[src/rtl/rr_path_arbiter.sv]
`default_nettype none
// ============================================================================
//  Module      : rr_path_arbiter
//  Description : Round-robin arbiter that gives one requester at a time the
//                shared single-bit data path, with a bounded hold time.
//  Revision    : 1.0 - initial release
// ============================================================================
module rr_path_arbiter #(
    parameter int NREQ     = 4,
    parameter int MAX_HOLD = 8,
    parameter int CNT_W    = 8
) (
    input  logic            clk,
    input  logic            rst,
    input  logic [NREQ-1:0] req,
    input  logic [NREQ-1:0] din,
    output logic [NREQ-1:0] gnt,
    output logic            data_out,
    output logic            busy,
    output logic            ovr
);

    localparam int               c_PTR_W    = (NREQ > 1) ? $clog2(NREQ) : 1;
    localparam logic [CNT_W-1:0] c_HOLD_MAX = CNT_W'(MAX_HOLD);

    localparam logic [1:0] c_IDLE    = 2'd0;
    localparam logic [1:0] c_GRANT   = 2'd1;
    localparam logic [1:0] c_RECOVER = 2'd2;

    logic [1:0]         r_state;
    logic [c_PTR_W-1:0] r_ptr;
    logic [c_PTR_W-1:0] r_gidx;
    logic [CNT_W-1:0]   r_cnt;
    logic [NREQ-1:0]    r_gnt;
    logic               r_data;
    logic               r_busy;
    logic               r_ovr;

    logic [1:0]         w_state_nxt;
    logic [c_PTR_W-1:0] w_ptr_nxt;
    logic [c_PTR_W-1:0] w_gidx_nxt;
    logic [CNT_W-1:0]   w_cnt_nxt;
    logic [NREQ-1:0]    w_gnt_nxt;
    logic               w_data_nxt;
    logic               w_busy_nxt;
    logic               w_ovr_nxt;

    logic [c_PTR_W-1:0] w_win_idx;
    logic [NREQ-1:0]    w_win_onehot;
    logic               w_any_req;
    logic               w_others;
    logic               w_own_req;
    logic               w_timeout;
    logic [c_PTR_W-1:0] w_ptr_inc;

    // Scan from the highest index down so the last hit is the first requester
    // at or after r_ptr in circular order.
    always_comb begin
        logic [c_PTR_W:0] v_sum;
        w_win_idx = r_ptr;
        v_sum     = '0;
        for (int k = NREQ - 1; k >= 0; k--) begin
            v_sum = {1'b0, r_ptr} + (c_PTR_W + 1)'(k);
            if (v_sum >= (c_PTR_W + 1)'(NREQ)) begin
                v_sum = v_sum - (c_PTR_W + 1)'(NREQ);
            end
            if (req[v_sum[c_PTR_W-1:0]]) begin
                w_win_idx = v_sum[c_PTR_W-1:0];
            end
        end
    end

    always_comb begin
        w_win_onehot            = '0;
        w_win_onehot[w_win_idx] = 1'b1;
    end

    assign w_any_req = |req;
    assign w_others  = |(req & ~r_gnt);
    assign w_own_req = req[r_gidx];
    assign w_timeout = (r_cnt == c_HOLD_MAX) && w_others;
    assign w_ptr_inc = (r_gidx == c_PTR_W'(NREQ - 1)) ? '0 : r_gidx + c_PTR_W'(1);

    always_ff @(posedge clk or posedge rst) begin
        if (rst) begin
            r_state <= c_IDLE;
            r_ptr   <= '0;
            r_gidx  <= '0;
            r_cnt   <= '0;
            r_gnt   <= '0;
            r_data  <= 1'b0;
            r_busy  <= 1'b0;
            r_ovr   <= 1'b0;
        end else begin
            r_state <= w_state_nxt;
            r_ptr   <= w_ptr_nxt;
            r_gidx  <= w_gidx_nxt;
            r_cnt   <= w_cnt_nxt;
            r_gnt   <= w_gnt_nxt;
            r_data  <= w_data_nxt;
            r_busy  <= w_busy_nxt;
            r_ovr   <= w_ovr_nxt;
        end
    end

    always_comb begin
        w_state_nxt = r_state;
        w_ptr_nxt   = r_ptr;
        w_gidx_nxt  = r_gidx;
        w_cnt_nxt   = r_cnt;
        w_gnt_nxt   = r_gnt;
        w_data_nxt  = r_data;
        w_ovr_nxt   = 1'b0;

        case (r_state)
            c_IDLE, c_RECOVER: begin
                w_gnt_nxt  = '0;
                w_data_nxt = 1'b0;
                if (w_any_req) begin
                    w_state_nxt = c_GRANT;
                    w_gidx_nxt  = w_win_idx;
                    w_gnt_nxt   = w_win_onehot;
                    w_cnt_nxt   = CNT_W'(1);
                end else begin
                    w_state_nxt = c_IDLE;
                end
            end
            c_GRANT: begin
                w_data_nxt = din[r_gidx];
                // A voluntary release wins over a coincident timeout, so ovr
                // only flags grants that were actually taken away.
                if (!w_own_req || w_timeout) begin
                    w_state_nxt = c_RECOVER;
                    w_gnt_nxt   = '0;
                    w_data_nxt  = 1'b0;
                    w_ptr_nxt   = w_ptr_inc;
                    w_ovr_nxt   = w_own_req;
                end else if (r_cnt != c_HOLD_MAX) begin
                    w_cnt_nxt = r_cnt + CNT_W'(1);
                end
            end
            default: begin
                w_state_nxt = c_IDLE;
                w_gnt_nxt   = '0;
                w_data_nxt  = 1'b0;
            end
        endcase

        w_busy_nxt = (w_state_nxt != c_IDLE);
    end

    assign gnt      = r_gnt;
    assign data_out = r_data;
    assign busy     = r_busy;
    assign ovr      = r_ovr;

endmodule
`default_nettype wire

[config.mk]
export PLATFORM = sky130hd
export DESIGN_NAME = rr_path_arbiter
export DESIGN_NICKNAME = d
export VERILOG_FILES = /design/src/rtl/rr_path_arbiter.sv
export SDC_FILE = /design/constraint.sdc
export NUM_CORES = 1
export LEC_CHECK = 0
export CAP_MARGIN = 10
export CORE_MARGIN = 2
export CORE_UTILIZATION = 29
export DETAILED_ROUTE_END_ITERATION = 10
export PLACE_DENSITY = 0.46
export SLEW_MARGIN = 10
export SYNTH_ARGS = -nofsm -noshare
export SYNTH_HDL_FRONTEND = slang
export SYNTH_SLANG_ARGS = --single-unit
[constraint.sdc]
create_clock -name clk -period 2.2 [get_ports clk]
set_clock_uncertainty 0.15 [all_clocks]
set_input_delay 0.55 -clock clk [delete_from_list [all_inputs] [get_ports clk]]
set_output_delay 0.55 -clock clk [all_outputs]
set_load 0.02 [all_outputs]
==> results.yml <==
outcome:
  outcome: "finished clean"
route:
  drc: 0
  routed.top_layer: "met4"
  ant_nets: 0
  route.layer.met1.wl_mm: 1.244
  routed_via_density: 4.863
  drt_first_pass_iters: 4
  totalWireLength_mm: 2.537
  drtIter0Drc: 76
  routedWlPerCell_um: 13.35
  wl_met3_um: 62
  wl_met2_mm: 1.213
  via_count: 924
worst_setup_path:
  cp-start-kind: "flip-flop"
  critPathMaxFanout: 3
  critical_path_required_ns: 2.20
  slowest_stage: "dfrtp_1"
  critPathMaxStageDelay_ns: 0.40
  cp_data_arrival_time_ns: 2.00
  crit_chain: "inv_1, ha_1, nor4b_1, and3_1, o21ai_1, a21oi_2, mux2_2"
  criticalPathCategory: "flip-flop to flip-flop"
  endpoint_kind: "flip-flop"
placed_design:
  dp_slack_ns: -0.2660
  globalplace.congestion: 0.8073
  io_buffers: 16
  dp_hpwl_mm: 1.974
timing:
  fmax_mhz: 499.7
  hold_viol: 0
  maxSlewHeadroom_pct: 73.59
  drv_slew: 0
  post-route-period-util_pct: 90.96
  tightestPinTransition_ns: 0.3962
  fin_ws_ns: 0.1989
  timing.hold.ws_ns: 0.3818
  fin_crit_ns: 2.001
  grt_setup_unrepaired: "no"
  finalSetupViolCount: 0
logic_synthesis:
  synth-seq-cells: 21
  synth_largest_area_cell: "dfrtp_1"
  synthFlopType: "dfrtp_1"
  synth_edf_count: 0
  syn_area_um2: 1067
  synth_top_area_share_pct: 49.24
  ys_seq_area_share_pct: 49.24
  ys_warn_count: 0
  syn_nets: 117
  async_reset_ff_share_pct: 100.0
  synth_cells: 104
  synthTopCellsByArea: "dfrtp_1, ha_1, nor2_1"
  synth_area_per_cell_um2: 10.26
  yosysUniqueCellTypes: 35
finish:
  mostFrequentLayoutCells: "dfrtp_1, buf_4, clkdlybuf4s50_1"
  drive_gt1_share_pct: 21.83
  fillerInstances: 365
  syn_to_final_growth_pct: 39.51
  nNetsFinal: 156
  diodes: 0
  final_common_cell: "dfrtp_1"
  utilization_pct: 41.29
global_route:
  grt_max_degree: 22
  grt_pass1_vias: 989
  grt_pass1_wl_mm: 4.526
  track_usage_pct: 13.88
  grt.overflow.total: 0
  antenna_found_initial: 0
power:
  p_sw_w: 0.0006221
  p_comb_share_pct: 48.0
  intPower_w: 0.001077
  irDropWorstVdd_mv: 0.5318
  p_leak_nw: 0.7158
  p_clk_share_pct: 15.0
  switching_share_pct: 36.61
  p_per_area_nw_per_um2: 1141
  p_total_w: 0.001699
  sequentialPowerShare_pct: 37.1
clock_network:
  cts_root_buffer: "clkbuf_8"
  clk_path_buf_depth: 2
  cts_buffers: 3
  cts_tree: "done"
  cts.sinks: 21
  cts_max_level: 1
  clkLatencyLatePin_ns: 0.26
  cts.clk_slew.worst_paths_ns: 0.08
die:
  die_x_um: 64.67
  io_pins: 17
  dieArea_um2: 4182
  die_h_um: 64.67
  rows: 22
  initial_utilization_pct: 29.60
  core_um2: 3606
job:
  drv_cap: 0
hold_path:
  hold_class: "flip-flop to flip-flop"
-- what timing repair did --
action | CTS | global route
hold buffers | 0 | 0
gates resized for setup | 0 | 7
endpoints found under the setup margin | 0 | 8
endpoints found under the hold margin | 0 | 0
buffers inserted | 0 | 0
-- synthesized netlist by cell type (2+ instances only) --
cell / number
nor2_1: 9
nand2_1: 6
o22ai_1: 2
nor2b_1: 2
o21ai_0: 5
nor3_1: 3
ha_1: 3
o31ai_1: 3
nand3_1: 6
a22o_1: 3
a21oi_1: 3
and3_1: 2
o2bb2ai_1: 2
nand4_1: 5
a21o_1: 2
mux2_2: 2
inv_1: 8
dfrtp_1: 21
-- cells by family (layout without fill, tap and decap cells) --
family	after synthesis	in the layout	synth area share, %
and+or+nand+nor	40	40	19.81
AOI/OAI and AO/OA	24	24	15.47
DFF	21	21	49.24
buffers and inverters	10	48	3.634
muxes	4	4	6.682
adders and majority gates	3	3	3.517
xor gates and xnor gates	2	2	1.642
-- through the flow --
| step | std cells | cell area (um^2) | setup TNS (ns) |
|---|---|---|---|
| after CTS | 190 | 1474 | 0 |
| final | 190 | 1489 | 0 |
| after global placement | 186 | 1429 | -2.627 |
| after global routing | 190 | 1489 | 0 |
| after floorplan | 104 | 1067 | 0 |
| after detailed placement | 186 | 1429 | -3.061 |
-- final timing paths --
kind                               start  cells after the start  slack (ns)        to
worst max register to register  r_cnt[1]                      7        0.20  r_ptr[1]
worst min register to register  r_cnt[6]                      1        0.38  r_cnt[6]
max in group asynchronous            rst                      3        1.21      busy
min in group asynchronous            rst                      3        0.48  r_cnt[4]
worst max-delay path            r_cnt[1]                      7        0.20  r_ptr[1]
worst min-delay path            r_cnt[6]                      1        0.38  r_cnt[6]
-- power groups by stage --
stage / Clock (W) / Sequential, W / Combinational [W]
floorplan: 0 / 0.000671 / 0.000391
global placement: 0 / 0.000629 / 0.000813
detailed placement: 0 / 0.000630 / 0.000818
CTS: 0.000264 / 0.000626 / 0.000821
global route: 0.000276 / 0.000652 / 0.000905
finish: 0.000255 / 0.000630 / 0.000815
-- per-layer routing --
layer / track usage (%) / vias to the layer above
met1: 18.37 / 451
met3: 2.083 / 2
met5: 0 / -
met2: 22.40 / 16
met4: 6.383 / 0
li1: - / 455
-- critical path, delay by kind of cell, from the launching register on --
family | cells | cell delay (ns)
AOI/OAI and AO/OA | 2 | 0.33
adders and majority gates | 1 | 0.14
buffers and inverters | 1 | 0.08
DFF | 1 | 0.40
muxes | 1 | 0.35
and+or+nand+nor | 2 | 0.43
-- cell type report --
cell class	count	area, um^2	area share, %
multi-input cells	73	508.0	34.12
flip-flops and latches	21	525.5	35.29
inverters	8	30.03	2.017
clock buffers	4	45.04	3.025
well taps	48	60.06	4.034
repair buffers	36	320.3	21.51
-- registers in the layout, summed over array words and instances, names as in the netlist --
name      flops
r_cnt         8
gnt           4
r_gidx        2
r_ptr         2
r_state       2
busy          1
data_out      1
ovr           1
(Power assumes the default switching activity.)
==> patch 1: new RTL, config.mk and constraints unchanged <==
Set the parameter `NREQ` to 8 (it was 4).
--- a/src/rtl/rr_path_arbiter.sv
+++ b/src/rtl/rr_path_arbiter.sv
@@ -6,7 +6,7 @@
 //  Revision    : 1.0 - initial release
 // ============================================================================
 module rr_path_arbiter #(
-    parameter int NREQ     = 4,
+    parameter int NREQ     = 8,
     parameter int MAX_HOLD = 8,
     parameter int CNT_W    = 8
 ) (
Ports: changed (resized din, gnt and req); port bits go from 17 to 29. The function was not compared with the original's and may differ.
==> patch 1 against the original RTL <==
Worst setup slack got worse by 0.77 ns. Critical endpoint is now gnt[5]. Synthesized area rose by 130%. Wire length grew to 2.9 times the old value. Largest power group unchanged. Combinational power increased to 6.3 times the old value. Total power increased to 3.6 times the old value. Sequential cell count rose by 6. Non-clock buffer count up 65. The run now ends with negative setup slack left. Maximum frequency down 28%. Sequential share of layout area down 17 points. Die area is 120% higher. Cell area rose by 140%.
==> patch 1: results (changes against the original RTL) <==
Global routing
  • Global-route wire length before repair: 11780 µm (was 4526 µm)
  • Overall Global Routing Usage: 0.1661 (was 0.1388)
  • Largest net degree at the start of global routing: 28 (was 22)

Synthesis
  • Adder-Cell Fraction of Synth Area: 0.03053 (was 0.03517)
  • Netlist cell types: 54 (was 35)
  • XOR/XNOR Fraction of Synth Area: 0.03562 (was 0.01641)
  • Top cells by count, synth: 27 x dfrtp_1, 24 x nand2_1, 21 x nor2_1 (was 21 x dfrtp_1, 9 x nor2_1, 8 x inv_1)
  • Main area contributors after synthesis: dfrtp_1 27%, mux4_2 13%, mux2i_1 5.7%, mux2_2 5.0%, nand2_1 3.7% (was dfrtp_1 49%, ha_1 3.5%, nor2_1 3.2%, nand4_1 2.9%, nand3_1 2.8%)
  • Post-synthesis mux area share: 0.2417 (was 0.06682)
  • Compound-gate portion of the synthesized area: 0.1634 (was 0.1547)
  • Post-synth net total: 285 (was 117)

Timing
  • Total Neg Setup Slack: -6.162 ns (was 0 ns)
  • Setup violations, final: 18 (was 0)
  • Setup WS post-layout: -0.5709 ns (was 0.1989 ns)
  • Slew headroom: 0.6992 (was 0.7359)

Setup path
  • R2R depth: 10 (was 7)
  • Crit Path Max Fanout: 5 (was 3)
  • CP arrival: 2.81 ns (was 2.00 ns)

Outcome
  • Failing checks: negative setup slack
  • Status: complete, but fails checks (was completed)

Cells and area
  • Final Instance Count excl. Fillers: 454 (was 190)
  • Fin util: 0.4431 (was 0.4129)
  • Nets: 374 (was 156)
  • Layout cells sized above 1: 0.4269 (was 0.2183)

Placed design
  • DP Worst Slack: -1.013 ns (was -0.2660 ns)
  • Cell count after placement: 440 (was 186)
  • Post-DP Area: 3338 µm² (was 1429 µm²)
  • IO buf count: 28 (was 16)
  • Routability Congestion: 0.8826 (was 0.8073)
  • Post-DP HPWL: 5669 µm (was 1974 µm)

Pwr
  • Leak: 1.584 nW (was 0.7158 nW)

Worst hold path
  • Hold depth: 2 (was 1)

Drt
  • WL/cell: 16.27 µm (was 13.35 µm)
  • DR vias: 2370 (was 924)
## patch 1: where the power goes
group          leakage (nW)  total [mW]  switching, mW  internal (mW)
Sequential            0.350       0.786          0.145          0.641
Clock                0.0228       0.284          0.154          0.130
Combinational          1.21        5.11           2.46           2.65
Total                  1.58        6.18           2.76           3.42
## patch 1: routing by layer
metal,share of wire,vias to the layer above,GRT usage
met2,0.45,54,0.2384
met5,0,-,0
met3,0.035,6,0.02114
met4,0.0076,0,0.03095
met1,0.51,1166,0.2645
li1,-,1144,-
## patch 1: cell families (layout without fill, tap and decap cells)
group                      after synthesis  after routing
xor gates and xnor gates                10             10
DFF                                     27             27
AOI/OAI and AO/OA                       55             55
adders and majority gates                6              6
muxes                                   40             40
buffers and inverters                   37            124
and+or+nand+nor                         86             87
## patch 1: area by class of cell
class,instances,share of cell area
repair buffers,101,0.2433
well taps,105,0.03608
inverters,19,0.02096
clock buffers,4,0.01237
flip-flops and latches,27,0.1859
multi-input cells,198,0.5014
## patch 1: final timing paths
check / startpoint / to / slack (ns)
max: r_ptr[0] / gnt[5] / -0.57
min: gnt[4] / gnt[4] / 0.38
max reg2reg: r_ptr[0] / gnt[5] / -0.57
min reg2reg: gnt[4] / gnt[4] / 0.38
max in group asynchronous: rst / r_ptr[0] / 1.14
min in group asynchronous: rst / busy / 0.49
## patch 1: critical path, cell delays in order, from the launching register on
cell and delay (ns):
dfrtp_2 0.42, inv_6 0.04, ha_4 0.28, mux4_2 0.53, mux2_4 0.30, a21o_1 0.16, o221ai_2 0.15, buf_4 0.15
and4_4 0.21, nor3_4 0.06, o31ai_1 0.23
## patch 1: repair_timing
action                                  CTS  global route
resized for setup                        52            22
gates cloned                              1             0
buffers inserted                          3             6
pin swaps                                 9            15
endpoints found under the setup margin   26            20
==> patch 2: new RTL, config.mk and constraints unchanged <==
Made on the original files. Reset style: synchronous (`rst`), changed in one clocked block.
--- a/src/rtl/rr_path_arbiter.sv
+++ b/src/rtl/rr_path_arbiter.sv
@@ -81,7 +81,7 @@
     assign w_timeout = (r_cnt == c_HOLD_MAX) && w_others;
     assign w_ptr_inc = (r_gidx == c_PTR_W'(NREQ - 1)) ? '0 : r_gidx + c_PTR_W'(1);
 
-    always_ff @(posedge clk or posedge rst) begin
+    always_ff @(posedge clk) begin
         if (rst) begin
             r_state <= c_IDLE;
             r_ptr   <= '0;
Behaviour: differs if rst is asserted again (counterexample within 4 cycles, from zero or initial values and one cycle with rst high); with rst held inactive, the same outputs for 10 cycles.
==> patch 2 against the original RTL <==
First-iteration DRC count down 41%. Final cell count up 9.5%. Synthesized cell count up 25%. Synthesized area up 8.0%. Cell area up 1.0%. Worst hold slack worse by 0.031 ns. Wire length up 14%. Sequential cell count unchanged. Worst setup slack worse by 0.18 ns.
Power is not compared: it rests on default switching activity, and its combinational part moved more than twofold at a synthesized area within 25%.
==> patch 2: results (changes against the original RTL) <==
Setup path
  • Crit path max-delay family: buffers and inverters (was simple AND/OR/NAND/NOR gates)
  • CP bufs+invs: 4 (was 1)
  • Crit path max-delay cell type: clkdlybuf4s50_1 (was dfrtp_1)
  • CP arrival: 2.16 ns (was 2.00 ns)
  • Critical Path Max Stage Delay: 0.51 ns (was 0.40 ns)
  • FF-to-FF Start: r_cnt[0] (was r_cnt[1])

Drt
  • Total wire length: 2883 µm (was 2537 µm)
  • Met3 routed WL: 144 µm (was 62 µm)
  • Metal2 WL: 1249 µm (was 1213 µm)
  • Met1 WL: 1466 µm (was 1244 µm)
  • DR vias: 1060 (was 924)
  • Top Metal Used: met4 (unchanged)

Worst hold path
  • Hold crit path type: flip-flop to flip-flop (unchanged)

Global routing
  • Met1 Use GR: 0.1927 (was 0.1837)
  • Global-route wire length before repair: 4892 µm (was 4526 µm)
  • Vias in the first global route: 1068 (was 989)
  • Routing usage on met2: 0.2277 (was 0.2240)
  • Largest net degree at the start of global routing: 12 (was 22)

Synthesis
  • Main area contributors after synthesis: dfxtp_1 36%, nor2_1 5.9%, xor2_1 4.6%, a21oi_1 4.3%, o21ai_0 3.9% (was dfrtp_1 49%, ha_1 3.5%, nor2_1 3.2%, nand4_1 2.9%, nand3_1 2.8%)
  • Most used DFF post-synth: dfxtp_1 (was dfrtp_1)
  • Async SR Flop Fraction: 0 (was 1.000)
  • Netlist cell types: 41 (was 35)
  • XOR/XNOR Fraction of Synth Area: 0.04560 (was 0.01641)
  • Sequential fraction of the synthesis area: 0.3648 (was 0.4924)
  • Top cells by count, synth: 21 x dfxtp_1, 18 x nor2_1, 10 x a21oi_1 (was 21 x dfrtp_1, 9 x nor2_1, 8 x inv_1)
  • Post-synthesis mux area share: 0.05320 (was 0.06682)
  • Post-synth net total: 143 (was 117)
  • Compound-gate portion of the synthesized area: 0.2280 (was 0.1547)
  • Adder-Cell Fraction of Synth Area: 0.03257 (was 0.03517)

Cells and area
  • Largest reg by FF count: r_cnt (unchanged)
  • Layout cells sized above 1: 0.1688 (was 0.2183)

Placed design
  • Post-DP HPWL: 2245 µm (was 1974 µm)
  • Routability Congestion: 0.8421 (was 0.8073)

Timing
  • Slew @ Worst Pin: 0.3267 ns (was 0.3962 ns)

Clock tree
  • Cts repair resizes: 1 (was 0)

Outcome
  • Status: completed (unchanged)
-- patch 2: cell types whose count changed in the layout (fill, tap and decap cells not counted), moves of 7 or more --
cell / before / now
nor2_1: 9 / 18
dfxtp_1: 0 / 21
buf_4: 20 / 13
dfrtp_1: 21 / 0
a21oi_1: 2 / 9
-- patch 2: metrics by stage --
| stage | setup slack (ns) | util | hold WS (ns) | power (mW) | instances |
|---|---|---|---|---|---|
| CTS | 0.05063 | 0.4007 | 0.3505 | 0.9030 | 208 |
| global route | -0.06272 | 0.4017 | 0.3812 | 0.9417 | 208 |
| global placement | -0.2455 | 0.3890 | 0.3406 | 0.6463 | 204 |
| detailed placement | -0.2687 | 0.3890 | 0.3384 | 0.6456 | 204 |
| finish | 0.02050 | 0.4017 | 0.3510 | 0.8907 | 208 |
| floorplan | 0.3320 | - | 0.3074 | 0.5516 | 130 |
-- patch 2: report_power, final --
| group | internal (mW) | switching [mW] |
|---|---|---|
| Clock | 0.129 | 0.125 |
| Sequential | 0.400 | 0.0217 |
| Combinational | 0.107 | 0.108 |
-- patch 2: path summary, 6_finish.rpt --
path,endpoint,slack (ns),depth (start not counted)
max,r_cnt[0],0.02,9
min reg2reg,r_cnt[1],0.35,2
max reg2reg,r_ptr[0],0.21,7
min,r_cnt[1],0.35,2
-- patch 2: cell families (layout without fill, tap and decap cells) --
kind of cell | Yosys count | count (layout)
adders and majority gates | 3 | 3
DFF | 21 | 21
muxes | 4 | 4
xor gates and xnor gates | 6 | 6
and+or+nand+nor | 50 | 50
AOI/OAI and AO/OA | 37 | 37
buffers and inverters | 9 | 39
-- patch 2: layout make-up --
class | count | area (µm²)
tap | 48 | 60.06
inverter | 6 | 22.52
clock buffer | 4 | 45.04
multi-input combinational | 100 | 699.4
timing repair buffer | 29 | 256.5
sequential | 21 | 420.4
fill | 411 | 2240
